`src/rtl/am_pkg.sv`:
```
// Shared constants and helpers for the AM transmitter datapath.
// Latency: n/a (package only).
// Backpressure: n/a.
// Holds NCO/sample widths, sigma-delta scaling and the dither LFSR
// definition (used only when AM_TX_DITHER_EN is defined).
package am_pkg;

  localparam int PHASE_W  = 26;
  localparam int SAMPLE_W = 8;
  localparam int SD_FS    = 32768;
  localparam int SD_ACC_W = 18;

  localparam logic [15:0] LFSR_SEED = 16'hACE1;
  // Taps for x^16 + x^14 + x^13 + x^11 + 1 (register bits 15, 13, 12, 10).
  localparam logic [15:0] LFSR_TAPS = 16'hB400;

  // Signed triangle from the top 9 phase bits: bit 8 selects polarity,
  // bit 7 selects the falling half of each quarter pair.
  function automatic logic signed [7:0] tri_wave(input logic [8:0] top);
    logic [6:0] mag;
    mag      = top[7] ? ~top[6:0] : top[6:0];
    tri_wave = top[8] ? -$signed({1'b0, mag}) : $signed({1'b0, mag});
  endfunction

endpackage

```
`src/rtl/am_tx_lite_if.sv`:
```
// Control/data bundle between an audio source and the AM transmitter.
// Latency: n/a (wires only).
// Backpressure: none; audio_tick is a one-cycle strobe, no ready return.
// Signals: tx_en, phase_inc, audio_in, audio_tick, mod_shift (to DUT),
//          RF_out (from DUT). master = source side, slave = transmitter.
interface am_tx_lite_if #(
  parameter int PHASE_W  = am_pkg::PHASE_W,
  parameter int SAMPLE_W = am_pkg::SAMPLE_W
);
  logic                tx_en;
  logic [PHASE_W-1:0]  phase_inc;
  logic [SAMPLE_W-1:0] audio_in;
  logic                audio_tick;
  logic [1:0]          mod_shift;
  logic                RF_out;

  modport master (
    output tx_en, phase_inc, audio_in, audio_tick, mod_shift,
    input  RF_out
  );

  modport slave (
    input  tx_en, phase_inc, audio_in, audio_tick, mod_shift,
    output RF_out
  );
endinterface

```
`src/rtl/nco_tri.sv`:
```
// Carrier NCO: free-running phase accumulator plus signed triangle shaper.
// Latency: phase register -> tri_out 1 clock.
// Backpressure: none; runs every clock regardless of transmit enable.
// Ports: CLK, RSTb (async active-low), phase_inc (per-clock step),
//        tri_out (signed -127..+127 carrier).
module nco_tri #(
  parameter int PHASE_W = am_pkg::PHASE_W
) (
  input  logic                CLK,
  input  logic                RSTb,
  input  logic [PHASE_W-1:0]  phase_inc,
  output logic signed [7:0]   tri_out
);
  import am_pkg::*;

  logic [PHASE_W-1:0] phase_q, phase_d;
  logic signed [7:0]  tri_q, tri_d;

  always_comb begin
    phase_d = phase_q + phase_inc;  // wraps modulo 2^PHASE_W
    tri_d   = tri_wave(phase_q[PHASE_W-1 -: 9]);
  end

  always_ff @(posedge CLK or negedge RSTb) begin
    if (!RSTb) begin
      phase_q <= '0;
      tri_q   <= '0;
    end else begin
      phase_q <= phase_d;
      tri_q   <= tri_d;
    end
  end

  assign tri_out = tri_q;

endmodule

```
`src/rtl/am_tx_lite.sv`:
```
// 1-bit sigma-delta AM transmitter: envelope x triangle carrier -> RF_out.
// Latency: phase/audio register -> RF_out 3 clocks (S0 -> S3).
// Backpressure: none; audio accepted on any audio_tick, every cycle legal.
// Ports: CLK, RSTb (async active-low), bus (am_tx_lite_if.slave).
// Option: define AM_TX_DITHER_EN to add -8..+7 LFSR dither to the modulator.
module am_tx_lite #(
  parameter int PHASE_W  = am_pkg::PHASE_W,
  parameter int SAMPLE_W = am_pkg::SAMPLE_W  // only 8 is supported
) (
  input  logic         CLK,
  input  logic         RSTb,
  am_tx_lite_if.slave  bus
);
  import am_pkg::*;

  localparam logic signed [SD_ACC_W-1:0] FS_POS = SD_ACC_W'(SD_FS);
  localparam logic signed [SD_ACC_W-1:0] FS_NEG = -FS_POS;

  logic signed [7:0]          tri_w;
  logic signed [SAMPLE_W-1:0] audio_hold_q, audio_hold_d;
  logic signed [SAMPLE_W-1:0] aud_shift;
  logic [7:0]                 env_q, env_d;
  logic signed [15:0]         env_ext, tri_ext;
  logic signed [15:0]         prod_q, prod_d;
  logic signed [SD_ACC_W-1:0] x, fb, acc_sum;
  logic signed [SD_ACC_W-1:0] acc_q, acc_d;
  logic                       rf_q, rf_d;
`ifdef AM_TX_DITHER_EN
  localparam logic signed [SD_ACC_W-1:0] DITH_OFS = SD_ACC_W'(8);
  logic [15:0]                lfsr_q, lfsr_d;
  logic signed [SD_ACC_W-1:0] dith;
`endif

  nco_tri #(.PHASE_W(PHASE_W)) u_nco (
    .CLK       (CLK),
    .RSTb      (RSTb),
    .phase_inc (bus.phase_inc),
    .tri_out   (tri_w)
  );

  always_comb begin
    // S0: audio holding register
    audio_hold_d = audio_hold_q;
    if (bus.audio_tick) audio_hold_d = bus.audio_in;

    // S1: offset-binary envelope; +128 on a signed byte never leaves 0..255
    aud_shift = audio_hold_q >>> bus.mod_shift;
    env_d     = unsigned'(aud_shift) + 8'd128;

    // S2: envelope (unsigned) times carrier (signed), both sign-correct at 16b
    env_ext = {8'd0, env_q};
    tri_ext = {{8{tri_w[7]}}, tri_w};
    prod_d  = env_ext * tri_ext;

    // S3: first-order sigma-delta; |x| < SD_FS keeps acc within +/-2*SD_FS
    x = {{(SD_ACC_W-16){prod_q[15]}}, prod_q};
`ifdef AM_TX_DITHER_EN
    dith   = $signed({{(SD_ACC_W-4){1'b0}}, lfsr_q[3:0]}) - DITH_OFS;
    x      = x + dith;
    lfsr_d = lfsr_q;
    if (bus.tx_en) lfsr_d = {lfsr_q[14:0], ^(lfsr_q & LFSR_TAPS)};
`endif
    fb      = rf_q ? FS_POS : FS_NEG;
    acc_sum = acc_q + x - fb;

    // Muted: modulator parked at zero so it restarts cleanly on enable
    acc_d = '0;
    rf_d  = 1'b0;
    if (bus.tx_en) begin
      acc_d = acc_sum;
      rf_d  = ~acc_sum[SD_ACC_W-1];
    end
  end

  always_ff @(posedge CLK or negedge RSTb) begin
    if (!RSTb) begin
      audio_hold_q <= '0;
      env_q        <= '0;
      prod_q       <= '0;
      acc_q        <= '0;
      rf_q         <= 1'b0;
`ifdef AM_TX_DITHER_EN
      lfsr_q       <= LFSR_SEED;
`endif
    end else begin
      audio_hold_q <= audio_hold_d;
      env_q        <= env_d;
      prod_q       <= prod_d;
      acc_q        <= acc_d;
      rf_q         <= rf_d;
`ifdef AM_TX_DITHER_EN
      lfsr_q       <= lfsr_d;
`endif
    end
  end

  assign bus.RF_out = rf_q;

endmodule

```
`src/flat_wrapper.sv`:
```
// flat-port wrapper written by rule: the top's interface ports become plain ports
module am_tx_lite_flat import am_pkg::*;
#(
  parameter int PHASE_W  = am_pkg::PHASE_W,
  parameter int SAMPLE_W = am_pkg::SAMPLE_W                        
)
  (CLK, RSTb, bus_tx_en, bus_phase_inc, bus_audio_in, bus_audio_tick, bus_mod_shift, bus_RF_out);
  am_tx_lite_if #(.PHASE_W(PHASE_W), .SAMPLE_W(SAMPLE_W)) bus_i ();
  input  logic CLK;
  input  logic RSTb;
  input wire logic [$bits(bus_i.tx_en)-1:0] bus_tx_en;
  input wire logic [$bits(bus_i.phase_inc)-1:0] bus_phase_inc;
  input wire logic [$bits(bus_i.audio_in)-1:0] bus_audio_in;
  input wire logic [$bits(bus_i.audio_tick)-1:0] bus_audio_tick;
  input wire logic [$bits(bus_i.mod_shift)-1:0] bus_mod_shift;
  output wire logic [$bits(bus_i.RF_out)-1:0] bus_RF_out;
  assign bus_i.tx_en = bus_tx_en;
  assign bus_i.phase_inc = bus_phase_inc;
  assign bus_i.audio_in = bus_audio_in;
  assign bus_i.audio_tick = bus_audio_tick;
  assign bus_i.mod_shift = bus_mod_shift;
  assign bus_RF_out = bus_i.RF_out;
  am_tx_lite #(.PHASE_W(PHASE_W), .SAMPLE_W(SAMPLE_W)) u_core (.CLK(CLK), .RSTb(RSTb), .bus(bus_i));
endmodule
```
`config.mk`:
```
export PLATFORM = sky130hd
export DESIGN_NAME = am_tx_lite_flat
export DESIGN_NICKNAME = d
export VERILOG_FILES = /design/src/rtl/am_pkg.sv /design/src/rtl/am_tx_lite_if.sv /design/src/rtl/nco_tri.sv /design/src/rtl/am_tx_lite.sv /design/src/flat_wrapper.sv
export SDC_FILE = /design/constraint.sdc
export NUM_CORES = 1
export LEC_CHECK = 0
export ABC_AREA = 1
export CAP_MARGIN = 5
export CORE_ASPECT_RATIO = 0.75
export CORE_MARGIN = 1
export CORE_UTILIZATION = 40
export DETAILED_ROUTE_END_ITERATION = 10
export PLACE_DENSITY_LB_ADDON = 0.05
export SLEW_MARGIN = 40
export SYNTH_ARGS = -nofsm -noshare
export SYNTH_HDL_FRONTEND = slang
export SYNTH_SLANG_ARGS = --single-unit
export TNS_END_PERCENT = 10
```
`constraint.sdc`:
```
create_clock -name CLK -period 5.6 [get_ports CLK]
set_input_delay 1.12 -clock CLK [delete_from_list [all_inputs] [get_ports CLK]]
set_output_delay 1.12 -clock CLK [all_outputs]
set_load 0.05 [all_outputs]
```
==> metrics.cfg <==
[worst_setup_path]
worst_r2r_path_depth = 15
path_max_fanout = 9
critPathRequiredTime_ps = 5820
critPathMostFrequentCell = fa_1
critPathBufInv = 4
cp-start-kind = register
crit_cells = 15
timing.critical_path.from = u_core.u_nco.tri_out[7]
setup.worst_path.class = reg2reg
r2r-start = u_core.u_nco.tri_out[7]
cp-end-kind = register
critPathArrivalTime_ps = 4730
crit_path_max_incr_delay_ps = 540
path_delay_family = adder cells
path_cells = clkinv_1 -> or2_2 -> fa_1 -> fa_1 -> inv_1 -> fa_1 -> inv_1 -> fa_1 -> inv_1 -> ha_1 -> a21oi_1 -> nand2_1 -> a21oi_1 -> o21ai_0 -> xor2_1
crit_slowest_cell = fa_1

[detailed_routing]
drtIter0Drc = 367
viasPerCell = 4.702
vias = 6207
postRouteAntennaNets = 0
drcViolationCount = 0
post_drt_wl_per_cell_um = 13.10
routed_wl_um = 17290
dr.pass1.iters = 4

[global_route]
antenna_found_initial = 0
grt_pass1_wl_um = 29870
grt_max_degree = 47
grtUsageTotal = 0.1916
grt_pass1_vias = 6092
grt_overflow = 0

[synthesis]
ys_top_cells_by_area = dfrtp_1 27%, ha_1 16%, nand2_1 12%, inv_1 11%, fa_1 10%
yosys-top-cells-count = 249 x nand2_1, 225 x inv_1, 97 x ha_1
yosysTopAreaCell = dfrtp_1
ys_ff_latch = 85
synth-edff-count = 0
async_flop_share = 1.000
seq_area_frac_synth = 0.2730
synth_cells = 1037
synthFlopType = dfrtp_1
syn-num-nets = 1213
syn-mean-instance-area_um2 = 7.513
synth_cell_type_count = 35
syn_area_um2 = 7791
synth_top_area_frac = 0.2730
synth_warnings = 0
yosysMostFrequentCell = nand2_1

[job]
maxCapViolCount = 0

[timing]
tightest_slew_ps = 697.8
final_hold_viol_count = 0
min_period_ps = 4513
maxSlewHeadroom = 0.5333
setup_tns_ps = 0
drv_slew = 0
grt_setup_unrepaired = false
hold_ws_ps = 458.3
fin_skew_ps = 11.47
fmax_ghz = 0.2216
fin_crit_sh = 0.8059
setup_violations = 0

[clock_tree]
cts_sinks = 85
post_cts_buffers = 0
tritoncts = yes
clk_path_buf_depth = 2
insertion_delay_ps = 350
cts-hold-fix-buffers = 0
clk_pin_slew_ps = 70
ctsResizeCount = 0
cts_max_level = 3
cts-root-buf = clkbuf_16
numCtsBuffers = 9

[floorplanning]
dieHeight_um = 122.9
die-area_um2 = 20050
start_util = 0.4149
ios = 41
placementRows = 43
dieWidth_um = 163.2
core_um2 = 18780

[cells_and_area]
fillers = 1936
drive_above_1_share = 0.02889
final_core_util = 0.4639
diodes = 0
fin_nets = 1245
multi_input_area_um2 = 4733
fin_cells = 1320
ff_latch_area_um2 = 2127
syn_to_final_growth_pct = 11.80

[hold_path]
worstHoldStart = u_core.audio_hold_q[7]
hold_path.class = reg2reg
min_path_cells = 1

[placed_design]
dp.cells = 1305
hpwl_um = 14130
io_buffers = 40
place_congestion = 0.8477

[run_status]
status = finished clean

-- layout make-up --
cell class              count  area share
multi-input cells         706      0.5434
flip-flops and latches     85      0.2442
inverters                 226     0.09739
repair buffers             41     0.04654
well taps                 247     0.03548
clock buffers               9     0.02585
clock inverters             6    0.007182
-- sequential cells by signal, summed over array words and instances (netlist names) --
name                  cells
u_core.env_q              8
u_core.bus.RF_out         1
u_core.u_nco.tri_out      8
u_core.prod_q            16
u_core.audio_hold_q       8
u_core.u_nco.phase_q     26
u_core.acc_q             18
-- stage by stage --
| stage | cell area, um2 | setup slack (ps) |
|---|---|---|
| 6_report | 8711 | 1087 |
| 5_1_grt | 8711 | 739.7 |
| 4_1_cts | 8711 | 1055 |
| 3_5_place_dp | 8423 | 1083 |
| 3_3_place_gp | 8423 | 1141 |
| 2_1_floorplan | 7791 | 1359 |
-- worst register-to-register path: stages, from the launching register on --
cell	delay, ps
dfrtp_1	370
clkinv_1	240
or2_2	380
fa_1	500
fa_1	540
inv_1	50
fa_1	520
inv_1	50
fa_1	530
inv_1	40
ha_1	350
a21oi_1	190
nand2_1	110
a21oi_1	220
o21ai_0	130
xor2_1	160
-- metal layers --
layer | up-vias | track usage | wire [um]
met2 | 90 | 0.2858 | 7245
met3 | 12 | 0.03380 | 553
met1 | 2838 | 0.2823 | 9301
met4 | 0 | 0.05140 | 185
li1 | 3267 | - | -
met5 | - | 0 | 0
-- cells by family after synthesis --
family,count (synthesis),synth area share
simple gates,392,0.2048
buf+inv,246,0.1195
fa+ha+maj,136,0.2560
compound gates,134,0.09459
flops,85,0.2730
xor+xnor,41,0.04802
mux,3,0.004175
-- final timing paths --
| check | to | slack (ps) |
|---|---|---|
| worst max-delay path | u_core.prod_q[12] | 1090 |
| worst min-delay path | u_core.env_q[7] | 460 |
| worst max register to register | u_core.prod_q[12] | 1090 |
| worst min register to register | u_core.env_q[7] | 460 |
| max in group asynchronous | u_core.env_q[4] | 3820 |
| min in group asynchronous | u_core.acc_q[16] | 800 |
-- layout by cell type (no fill, tap or decap), drive strengths merged, types with 2 or more instances in the layout --
master	count
a21o	6
a21oi	61
a31oi	2
and2	2
buf	2
clkbuf	9
clkdlybuf4s50	39
clkinv	5
dfrtp	85
fa	39
ha	97
inv	226
mux2	2
nand2	251
nand3	38
nand4	13
nor2	78
nor3	7
o211ai	5
o21a	2
o21ai	48
o21bai	7
or2	2
xnor2	18
xor2	23
Power is left out: the tool's default activity adds up to more than one toggle a clock period on the data nets, which glitch-free logic cannot reach.
